==> config.mk <==
export PLATFORM = sky130hd
export DESIGN_NAME = serial_add_ctrl
export DESIGN_NICKNAME = d
export VERILOG_FILES = /design/src/rtl/serial_add_pkg.sv /design/src/rtl/fa_bit.sv /design/src/rtl/serial_add_ctrl.sv
export SDC_FILE = /design/constraint.sdc
export NUM_CORES = 1
export LEC_CHECK = 0
export ABC_AREA = 1
export ABC_CLOCK_PERIOD_IN_PS = 1700
export CORE_ASPECT_RATIO = 0.7
export CORE_UTILIZATION = 45
export DETAILED_ROUTE_END_ITERATION = 10
export PLACE_DENSITY = 0.72
export SETUP_SLACK_MARGIN = 0.1
export SLEW_MARGIN = 30
export SYNTH_ARGS = -nofsm -noshare
export SYNTH_HDL_FRONTEND = slang
export SYNTH_SLANG_ARGS = --single-unit
==> constraint.sdc <==
create_clock -name clk -period 1.7 [get_ports clk]
set_input_delay 0.17 -clock clk [delete_from_list [all_inputs] [get_ports clk]]
set_output_delay 0.17 -clock clk [all_outputs]
set_load 0.03 [all_outputs]
==> src/rtl/serial_add_pkg.sv <==
// Shared definitions for the bit-serial adder controller.
package serial_add_pkg;

  localparam int unsigned DEFAULT_WIDTH = 8;

  typedef enum logic [1:0] {
    IDLE = 2'd0,
    RUN  = 2'd1,
    DONE = 2'd2
  } state_t;

endpackage

==> src/rtl/fa_bit.sv <==
// One-bit full adder cell, reused every cycle by the serial datapath.
module fa_bit (
  input  logic a,
  input  logic b,
  input  logic cin,
  output logic sum,
  output logic cout
);

  assign sum  = a ^ b ^ cin;
  assign cout = (a & b) | (a & cin) | (b & cin);

endmodule

==> src/rtl/serial_add_ctrl.sv <==
// Bit-serial adder: {cout,sum} = a + b + cin, one bit per cycle, LSB first.
module serial_add_ctrl
  import serial_add_pkg::*;
#(
  parameter int unsigned WIDTH = DEFAULT_WIDTH
) (
  input  logic             clk,
  input  logic             rst,
  input  logic             start,
  input  logic [WIDTH-1:0] a,
  input  logic [WIDTH-1:0] b,
  input  logic             cin,
  output logic             busy,
  output logic             done,
  output logic [WIDTH-1:0] sum,
  output logic             cout
);

  localparam int unsigned CW = (WIDTH > 1) ? $clog2(WIDTH) : 1;

  state_t           r_state;
  logic [WIDTH-1:0] r_a;
  logic [WIDTH-1:0] r_b;
  logic [WIDTH-1:0] r_res;
  logic             r_carry;
  logic [CW-1:0]    r_cnt;

  logic             w_s;
  logic             w_co;
  logic [WIDTH-1:0] w_res_next;

  fa_bit u_fa (
    .a    (r_a[0]),
    .b    (r_b[0]),
    .cin  (r_carry),
    .sum  (w_s),
    .cout (w_co)
  );

  // Cell sum enters at the MSB so after WIDTH shifts bit 0 lands at the LSB.
  always_comb begin
    w_res_next            = r_res >> 1;
    w_res_next[WIDTH-1]   = w_s;
  end

  always_ff @(posedge clk or posedge rst) begin
    if (rst) begin
      r_state <= IDLE;
      r_a     <= '0;
      r_b     <= '0;
      r_res   <= '0;
      r_carry <= 1'b0;
      r_cnt   <= '0;
      busy    <= 1'b0;
      done    <= 1'b0;
      sum     <= '0;
      cout    <= 1'b0;
    end else begin
      case (r_state)
        IDLE: begin
          if (start) begin
            r_state <= RUN;
            r_a     <= a;
            r_b     <= b;
            r_carry <= cin;
            r_cnt   <= '0;
            busy    <= 1'b1;
          end
        end
        RUN: begin
          r_a     <= r_a >> 1;
          r_b     <= r_b >> 1;
          r_res   <= w_res_next;
          r_carry <= w_co;
          if (r_cnt == CW'(WIDTH - 1)) begin
            sum     <= w_res_next;
            cout    <= w_co;
            busy    <= 1'b0;
            done    <= 1'b1;
            r_state <= DONE;
          end else begin
            r_cnt <= r_cnt + CW'(1);
          end
        end
        DONE: begin
          done    <= 1'b0;
          r_state <= IDLE;
        end
        default: begin
          busy    <= 1'b0;
          done    <= 1'b0;
          r_state <= IDLE;
        end
      endcase
    end
  end

endmodule

==> Implementation_results.wiki, run 1 <==
{| class="wikitable"
! Metric !! Value
|-
| I/O Pins || 31
|-
| Post CTS Setup Buffer Count || 0
|-
| Proportion of total power due to net switching || 0.419
|-
| Sinks on Clock Net || 40
|-
| Slew Viols, Final || 0
|-
| Final Core Density || 0.559
|-
| Router iterations before antenna repair || 5
|-
| Routed WL per cell || 11.3 um
|-
| Combinational fraction of design power || 0.481
|-
| Drt drc || 0
|-
| Highest Clock Rate || 668 MHz
|-
| Register clock-pin slew on the reported worst setup and hold paths || 0.07 ns
|-
| Post-DP HPWL || 2.42 mm
|-
| Residual overflow from global routing || 0
|-
| Number of standard cells after synthesis || 234
|-
| Sequential area share after synthesis || 0.480
|-
| Fraction of layout instances using a drive strength above 1 || 0.125
|-
| Placeable Area || 0.00440 mm2
|-
| Cell area after layout || 0.00246 mm2
|-
| Post-Syn Area per Cell || 8.91 um2
|-
| Clk pwr share || 0.144
|-
| CTS root buffer || sky130_fd_sc_hd__clkbuf_8
|-
| Clock Skews || 0.00414 ns
|-
| List of cells traversed by the critical path || clkdlybuf4s50_1
|-
| Maximum fanout count along the critical path || 2
|-
| Residual antenna-violating net count after detailed routing || 0
|-
| Input/output buffers || 30
|-
| Peak VDD IR || 1.03 mV
|-
| PostCTS Resize Cnt || 0
|-
| CTS hold repair buffers || 0
|-
| Number of buffers and inverters on the critical path || 1
|-
| Gpl congestion || 0.787
|-
| Most frequent cells in the layout || 60 x sky130_fd_sc_hd__nand2_1, 43 x sky130_fd_sc_hd__inv_1, 40 x sky130_fd_sc_hd__dfrtp_1, 38 x sky130_fd_sc_hd__nand3_1, 30 x sky130_fd_sc_hd__clkdlybuf4s50_1
|-
| Vertical extent of the die || 58.9 um
|-
| CTS tree || done
|-
| CTS max path bufs || 2
|-
| Power share of the sequential group || 0.375
|-
| Worst setup path category || reg -> out
|-
| Routed wire length || 3.60 mm
|-
| Number of warnings printed during yosys synthesis || 0
|-
| Endpoint required time on the critical path || 1.53 ns
|-
| Final period utilization || 0.881
|-
| Initial cell density of the core || 0.473
|-
| Antenna violations before repair || 0
|-
| Data arrival time of the critical path || 1.33 ns
|-
| TritonCTS Buffers || 5
|-
| Vias/cell || 4.76
|-
| Clock latency reported for the late side of the worst-skew pair || 0.29 ns
|-
| Via count of the first global-routing pass || 1439
|-
| Outcome || finished clean
|-
| Number of max-cap violations || 0
|-
| Total standard cell area after synthesis || 0.00208 mm2
|-
| Peak per-stage delay on the critical path || 0.67 ns
|-
| Site Rows || 20
|-
| Switching power || 1.86 mW
|-
| Leading cell type in the layout, fill and taps excluded || sky130_fd_sc_hd__nand2_1
|-
| Cell area after placement || 0.00237 mm2
|-
| Die outline area || 0.00491 mm2
|-
| Number of diodes added for antenna fixing || 0
|-
| Cell internal power dissipation || 2.58 mW
|-
| Synthesis-to-finish area growth || 18.0%
|-
| Setup repair after global routing missed its margin || no
|-
| Minimum clock period after layout || 1.50 ns
|-
| Die width || 83.3 um
|-
| Number of synthesized register bits || 40
|-
| Global-route wire length before repair || 6.28 mm
|-
| Iter 0 DRT Violations || 81
|-
| Slew at the pin closest to its max-slew limit || 0.369 ns
|-
| Maximum level of the CTS H-tree || 2
|-
| Sort of element at the start of the critical path || register
|-
| Final-stage net count || 285
|-
| PwrDens || 1810 mW/mm2
|-
| Aggregate global-route resource usage || 0.168
|-
| Detailed-route via count || 1514
|-
| Largest delay share family, worst path || buffers and inverters
|-
| Hold crit path type || in -> async
|-
| Slew headroom || 0.754
|-
| Number of distinct library cells after synthesis || 19
|-
| Setup TNS || 0 ns
|-
| Critical-path cell with the highest stage delay || sky130_fd_sc_hd__clkdlybuf4s50_1
|-
| Hold violation count in the final report || 0
|-
| Final Setup Violations || 0
|-
| Cell leakage power || 1.28 nW
|-
| Post-Synthesis Net Count || 257
|-
| Largest net degree at the start of global routing || 46
|-
| Nature of the critical path endpoint || primary output
|}
==> flip-flops by register name, summed over array words and instances (netlist names), 2 cells and up <==
signal and flops:
r_a 8, r_b 8, sum 8, r_res 7
r_cnt 3, r_state 2
==> Yosys cell counts <==
cell | n | share of area
sky130_fd_sc_hd__o21ai_0 | 2 | 0.0048
sky130_fd_sc_hd__o21ai_2 | 8 | 0.034
sky130_fd_sc_hd__nor2_1 | 2 | 0.0036
sky130_fd_sc_hd__nand3_4 | 2 | 0.017
sky130_fd_sc_hd__fa_1 | 1 | 0.0096
sky130_fd_sc_hd__o21ai_1 | 7 | 0.017
sky130_fd_sc_hd__dfrtp_1 | 40 | 0.48
sky130_fd_sc_hd__nand3_2 | 10 | 0.048
sky130_fd_sc_hd__buf_12 | 1 | 0.0096
sky130_fd_sc_hd__nand2_1 | 60 | 0.11
sky130_fd_sc_hd__nand2_8 | 3 | 0.029
sky130_fd_sc_hd__inv_1 | 43 | 0.077
sky130_fd_sc_hd__buf_4 | 5 | 0.018
sky130_fd_sc_hd__nand3_1 | 38 | 0.091
sky130_fd_sc_hd__nand4_1 | 3 | 0.0090
sky130_fd_sc_hd__inv_4 | 1 | 0.0030
sky130_fd_sc_hd__ha_1 | 2 | 0.012
sky130_fd_sc_hd__buf_2 | 1 | 0.0024
sky130_fd_sc_hd__buf_6 | 5 | 0.027
==> per-stage QoR <==
step	hold slack, ns	instances	power [mW]	setup WS, ns
after floorplan	0.291	234	3.43	0.457
after global placement	0.463	310	3.79	0.321
after detailed placement	0.468	310	3.84	0.295
after CTS	0.248	318	4.50	0.189
after global routing	0.273	318	4.85	0.161
final	0.245	318	4.45	0.202
==> power by group through the flow <==
stage / logic [mW] / registers (mW) / clock network (mW)
2_1_floorplan: 1.60 / 1.83 / 0
3_3_place_gp: 2.12 / 1.67 / 0
3_5_place_dp: 2.16 / 1.68 / 0
4_1_cts: 2.17 / 1.67 / 0.667
5_1_grt: 2.43 / 1.72 / 0.702
6_report: 2.14 / 1.67 / 0.640
==> path summary, 6_finish.rpt <==
check / slack, ns / from / cells past startpoint / end
worst min register to register: 0.48 / sum[0]$_DFFE_PP0P_ / 2 / sum[0]$_DFFE_PP0P_
worst max register to register: 0.30 / r_cnt[0]$_DFFE_PP0P_ / 6 / sum[0]$_DFFE_PP0P_
worst max-delay path: 0.20 / cout$_DFFE_PP0P_ / 1 / cout
worst min-delay path: 0.25 / rst / 3 / sum[6]$_DFFE_PP0P_
min in group clk: 0.44 / a[7] / 3 / r_a[7]$_DFFE_PP0P_
max in group asynchronous: 1.27 / rst / 3 / r_b[2]$_DFFE_PP0P_
==> logic make-up after synthesis <==
logic type / share of synthesized area
AND/OR/NAND/NOR: 0.306
buffers and inverters: 0.137
flip-flops: 0.480
AO/OA/AOI/OAI: 0.0552
adder cells (fa/ha/maj): 0.0216
==> routing by layer <==
layer,routed length (um),global-route usage,vias up
li1,-,-,780
met2,1610,0.281,28
met5,0,0,-
met4,46,0.0739,0
met3,145,0.0463,5
met1,1800,0.207,701
==> worst reg2reg max path: cells and delay by family (launching register included) <==
kind	cells	cell delay (ns)
buffers and inverters	1	0.10
adders and majority gates	2	0.43
DFF	1	0.40
and+or+nand+nor	3	0.37
==> layout make-up <==
| cell class | count | area (um2) |
|---|---|---|
| fillers | 424 | 1940 |
| inverters | 44 | 168 |
| well taps | 55 | 68.8 |
| flip-flops and latches | 40 | 1000 |
| multi-input cells | 138 | 797 |
| clock buffers | 8 | 90.1 |
| repair buffers | 33 | 335 |
Note: power is estimated with default switching activity, not from simulation.
==> inputs of run 2 (changes only) <==
Settings changed: TNS_END_PERCENT from default to 30.
==> results of run 2 <==
Final layout, timing and power as in run 1 (identical DEF).
==> inputs of run 3 (changes only) <==
Settings changed: CORE_MARGIN from default to 2.
==> run 3 against run 2 <==
Fmax shrank 0.36%; sequential share of layout area rose by 0.17 points; first-iteration DRC count grew 32%; clock skew rose by 0.0011 ns; clock power up 2%; largest cell class unchanged.
==> Implementation_results.wiki, run 3 (same netlist as run 1, synthesis figures left out) <==
{| class="wikitable"
! Metric !! Value
|-
| CTS max path bufs || 2 (unchanged)
|-
| Worst setup path category || reg -> out
|-
| Drt drc || 0 (unchanged)
|-
| Slew Viols, Final || 0 (unchanged)
|-
| Slew at the pin closest to its max-slew limit || 0.500 ns (+0.131 ns)
|-
| Final worst hold slack || 0.292 ns (+0.0464 ns)
|-
| Post-placement worst setup slack || 0.299 ns (+0.00334 ns)
|-
| Data arrival time of the critical path || 1.33 ns (about the same)
|-
| Gpl congestion || 0.758 (-3.6%)
|-
| Final Core Density || 0.556 (-0.00227)
|-
| Vertical extent of the die || 60.9 um (+3.4%)
|-
| Routed wire length || 3.68 mm (+2.0%)
|-
| List of cells traversed by the critical path || clkdlybuf4s50_1
|-
| Cell area after placement || 0.00236 mm2 (-0.53%)
|-
| CTS tree || done
|-
| Placeable Area || 0.00440 mm2 (unchanged)
|-
| Leading cell type in the layout, fill and taps excluded || sky130_fd_sc_hd__nand2_1
|-
| TritonCTS Buffers || 5 (unchanged)
|-
| Number of diodes added for antenna fixing || 0 (unchanged)
|-
| Highest Clock Rate || 665 MHz (-0.36%)
|-
| Maximum fanout count along the critical path || 2 (unchanged)
|-
| Router iterations before antenna repair || 4 (-1)
|-
| Worst setup slack after layout || 0.197 ns (-0.00534 ns)
|-
| CTS root buffer || sky130_fd_sc_hd__clkbuf_8
|-
| Outcome || finished clean
|-
| Maximum level of the CTS H-tree || 2 (unchanged)
|-
| Final Setup Violations || 0 (unchanged)
|-
| Endpoint required time on the critical path || 1.53 ns (about the same)
|-
| Hold crit path type || in -> async
|-
| Routed WL per cell || 11.6 um (+2.0%)
|-
| Vias/cell || 4.75 (-0.13%)
|-
| Post-DP HPWL || 2.48 mm (+2.6%)
|-
| Power after layout || 4.47 mW (+0.62%)
|-
| PwrDens || 1830 mW/mm2 (+1.0%)
|-
| Nature of the critical path endpoint || primary output
|-
| Final period utilization || 0.884 (+0.00314)
|-
| Clock latency reported for the late side of the worst-skew pair || 0.30 ns (about the same)
|-
| Setup repair after global routing missed its margin || no
|-
| Die width || 85.3 um (+2.4%)
|-
| CTS hold repair buffers || 0 (unchanged)
|-
| Number of standard cells in the final layout excluding fillers || 318 (unchanged)
|-
| Slew headroom || 0.667 (-0.0873)
|-
| Largest delay share family, worst path || buffers and inverters
|-
| Input/output buffers || 30 (unchanged)
|-
| Critical-path cell with the highest stage delay || sky130_fd_sc_hd__clkdlybuf4s50_1
|-
| Largest net degree at the start of global routing || 46 (unchanged)
|-
| Cell leakage power || 1.28 nW (about the same)
|-
| Hold violation count in the final report || 0 (unchanged)
|-
| Minimum clock period after layout || 1.50 ns (+0.00534 ns)
|-
| Fraction of layout instances using a drive strength above 1 || 0.133 (+0.00760)
|-
| I/O Pins || 31 (unchanged)
|-
| Peak per-stage delay on the critical path || 0.67 ns (about the same)
|-
| Setup TNS || 0 ns (unchanged)
|-
| Synthesis-to-finish area growth || 17.5%
|-
| Most frequent cells in the layout || 60 x sky130_fd_sc_hd__nand2_1, 43 x sky130_fd_sc_hd__inv_1, 40 x sky130_fd_sc_hd__dfrtp_1, 38 x sky130_fd_sc_hd__nand3_1, 30 x sky130_fd_sc_hd__clkdlybuf4s50_1
|-
| Cells after DPL || 310 (unchanged)
|-
| Register clock-pin slew on the reported worst setup and hold paths || 0.08 ns (about the same)
|-
| Residual antenna-violating net count after detailed routing || 0 (unchanged)
|-
| Cell area after layout || 0.00245 mm2 (-0.41%)
|-
| Initial cell density of the core || 0.473 (unchanged)
|-
| Sort of element at the start of the critical path || register
|-
| Final-stage net count || 285 (unchanged)
|-
| Sinks on Clock Net || 40 (unchanged)
|-
| Detailed-route via count || 1512 (-0.13%)
|-
| Die outline area || 0.00520 mm2 (+5.9%)
|-
| Number of buffers and inverters on the critical path || 1 (unchanged)
|-
| Post CTS Setup Buffer Count || 0 (unchanged)
|-
| Via count of the first global-routing pass || 1464 (+1.7%)
|-
| Iter 0 DRT Violations || 107 (+32%)
|-
| Residual overflow from global routing || 0 (unchanged)
|-
| Antenna violations before repair || 0 (unchanged)
|-
| Site Rows || 20 (unchanged)
|-
| Aggregate global-route resource usage || 0.160 (-0.00728)
|-
| PostCTS Resize Cnt || 0 (unchanged)
|-
| Number of max-cap violations || 0 (unchanged)
|-
| Global-route wire length before repair || 6.38 mm (+1.5%)
|-
| Peak VDD IR || 0.897 mV (-13%)
|-
| Clock Skews || 0.00520 ns (+0.00107 ns)
|-
| Largest regs || r_a: 8 flops, r_b: 8 flops, sum: 8 flops
|}
==> run 3: changes by cell type in the layout (fill, tap and decap cells not counted), sizes merged <==
cell	previous run	this run
clkinv	0	2
clkbuf	8	6
==> run 3: power breakdown <==
part	internal, mW	switching (mW)
combinational	0.851	1.31
clock	0.324	0.333
sequential	1.40	0.262
total	2.57	1.90
==> run 3: area by class of cell <==
type                            instances  area (um2)
Fill cell                             430        1950
Multi-Input combinational cell        138         797
Inverter                               44         168
Tap cell                               55        68.8
Clock inverter                          2        10.0
Clock buffer                            6        82.6
Timing Repair Buffer                   33         323
Sequential cell                        40        1000
==> run 3: final timing paths <==
| check | cells past startpoint | slack (ns) | from | endpoint |
|---|---|---|---|---|
| max | 1 | 0.20 | done$_DFFE_PP0P_ | done |
| min | 3 | 0.29 | rst | r_state[0]$_DFFE_PP0P_ |
| max reg2reg | 4 | 0.30 | r_state[1]$_DFFE_PP0P_ | r_b[7]$_DFFE_PP0P_ |
| min reg2reg | 2 | 0.49 | r_res[1]$_DFFE_PP0P_ | sum[0]$_DFFE_PP0P_ |
| max in group asynchronous | 3 | 1.06 | rst | r_b[3]$_DFFE_PP0P_ |
| min in group clk | 3 | 0.44 | a[7] | r_a[7]$_DFFE_PP0P_ |
==> run 3: metal layers <==
metal | vias to the layer above | GRT usage | routed length, um
li1 | 783 | - | -
met4 | 0 | 0.0839 | 70
met2 | 26 | 0.254 | 1610
met1 | 695 | 0.205 | 1850
met5 | - | 0 | 0
met3 | 8 | 0.0449 | 141
==> patch, RTL diff (flow settings as in run 2) <==
The 3 states of `state_t` get a one-hot encoding in 3 bits.
--- a/src/rtl/serial_add_pkg.sv
+++ b/src/rtl/serial_add_pkg.sv
@@ -3,10 +3,10 @@
 
   localparam int unsigned DEFAULT_WIDTH = 8;
 
-  typedef enum logic [1:0] {
-    IDLE = 2'd0,
-    RUN  = 2'd1,
-    DONE = 2'd2
+  typedef enum logic [2:0] {
+    IDLE = 3'b001,
+    RUN  = 3'b010,
+    DONE = 3'b100
   } state_t;
 
 endpackage
Formal check against the unedited RTL: same outputs for any inputs over 10 cycles, from zero or initial values and one cycle with rst high; not proved beyond that.
==> patch against run 2 <==
- setup slack barely moved
- combinational power down 50%
- total power decreased by 24%
- routed wire length fell by 5.6%
- hold slack got worse by 100 ps
- design area decreased by 3.7%
- area after synthesis down 9.2%
- count of clock-buffer cells in the layout shrank 1
- sequential cell count rose by 1
- highest routed layer unchanged
==> patch: results (changes against run 2) <==
- Cell count of the worst reg-to-reg path: 7 (+1)
* Met3 usage: 7.05% (+2.4 points)
- The total iterations of the first detailed-routing run is 4 (-1).
* Syn nets: 245 (-4.7%)
* Adder-Cell Fraction of Synth Area: 2.38% (+0.22 points)
* 1st-iter DRT viols: 89 (+9.9%)
* Clock net power: 0.805 mW (+26%)
* R2R Path End: sum[6]
* Routed length per placed instance: 11.0 um (-2.8%)
- DR WL met2: 1.40 mm (-13%)
- The routing usage on met1 is 27.4% (+6.7 points).
- The power share of the clock group is 23.8% (+9.4 points).
- Sum of net half-perimeters after detailed placement: 2.43 mm (+0.53%)
* Setup crit end: cout
- PnR worst setup slack: 203 ps (+0.374 ps)
- Post-Place Worst Slack: 235 ps (-60.8 ps)
- First-pass GRT wire length: 5.92 mm (-5.7%)
- Portion of the post-synthesis area used by sequential elements: 54.3% (+6.3 points)
* Max IR drop VDD: 0.760 mV (-26%)
* Leakage dissipation: 1.24 nW (-3.3%)
* DP Area: 0.00225 mm2 (-4.9%)
- The final weighted congestion in routability-driven placement is 0.746 (-5.2%).
* Pin count of the biggest net entering global routing: 26 (-43%)
- Footprint of the flip-flops and latches: 0.00103 mm2 (+2.6%)
- The average cell area after synthesis came to 8.52 um2 (-4.3%).
* Most instantiated cells after synthesis: sky130_fd_sc_hd__nand2_1 (118), sky130_fd_sc_hd__dfrtp_1 (40), sky130_fd_sc_hd__inv_1 (13)
- By area the synthesized netlist is led by sky130_fd_sc_hd__dfrtp_1 (53%), sky130_fd_sc_hd__nand2_1 (23%), sky130_fd_sc_hd__o21ai_2 (3.7%), sky130_fd_sc_hd__nand3_1 (2.6%), sky130_fd_sc_hd__inv_1 (2.6%).
- Wire length on met3: 143 um (-1.4%)
* Placed cells: 301 (-2.9%)
- Hold slack final: 143 ps (-102 ps)
- The flow ran to the end, and the final reports show no timing, DRC or antenna violations.
- The proportion of layout cells with a drive suffix above 1 was 11.3% (-1.3 points).
- DRT met1 WL: 1.84 mm (+2.4%)
- The setup slack on the worst flop-to-flop path came to 270 ps (-30 ps).
* Final layout net count: 279 (-2.1%)
- The compound-cell area share of the yosys netlist is 6.08% (+0.56 points).
* Worst clock skew: 3.88 ps (-0.252 ps)
- The layout filler cell count is 364 (-14%).
- The count of non-filler cells in the finished layout was 309 (-2.8%).
==> patch: cell count changes after synthesis, moves of 3 or more <==
cell / before / now
sky130_fd_sc_hd__nand2_1: 60 / 118
sky130_fd_sc_hd__nand2_8: 3 / 0
sky130_fd_sc_hd__o21ai_0: 2 / 8
sky130_fd_sc_hd__nand3_2: 10 / 0
sky130_fd_sc_hd__buf_4: 5 / 2
sky130_fd_sc_hd__nand3_1: 38 / 10
sky130_fd_sc_hd__o21ai_1: 7 / 1
sky130_fd_sc_hd__inv_2: 0 / 3
sky130_fd_sc_hd__inv_1: 43 / 13
==> patch: area by class of cell <==
type,count,area share [%]
Clock buffer,7,3.64
Clock inverter,1,1.27
Inverter,18,3.06
Multi-Input combinational cell,156,30.9
Sequential cell,41,43.3
Tap cell,52,2.75
Timing Repair Buffer,34,15.0
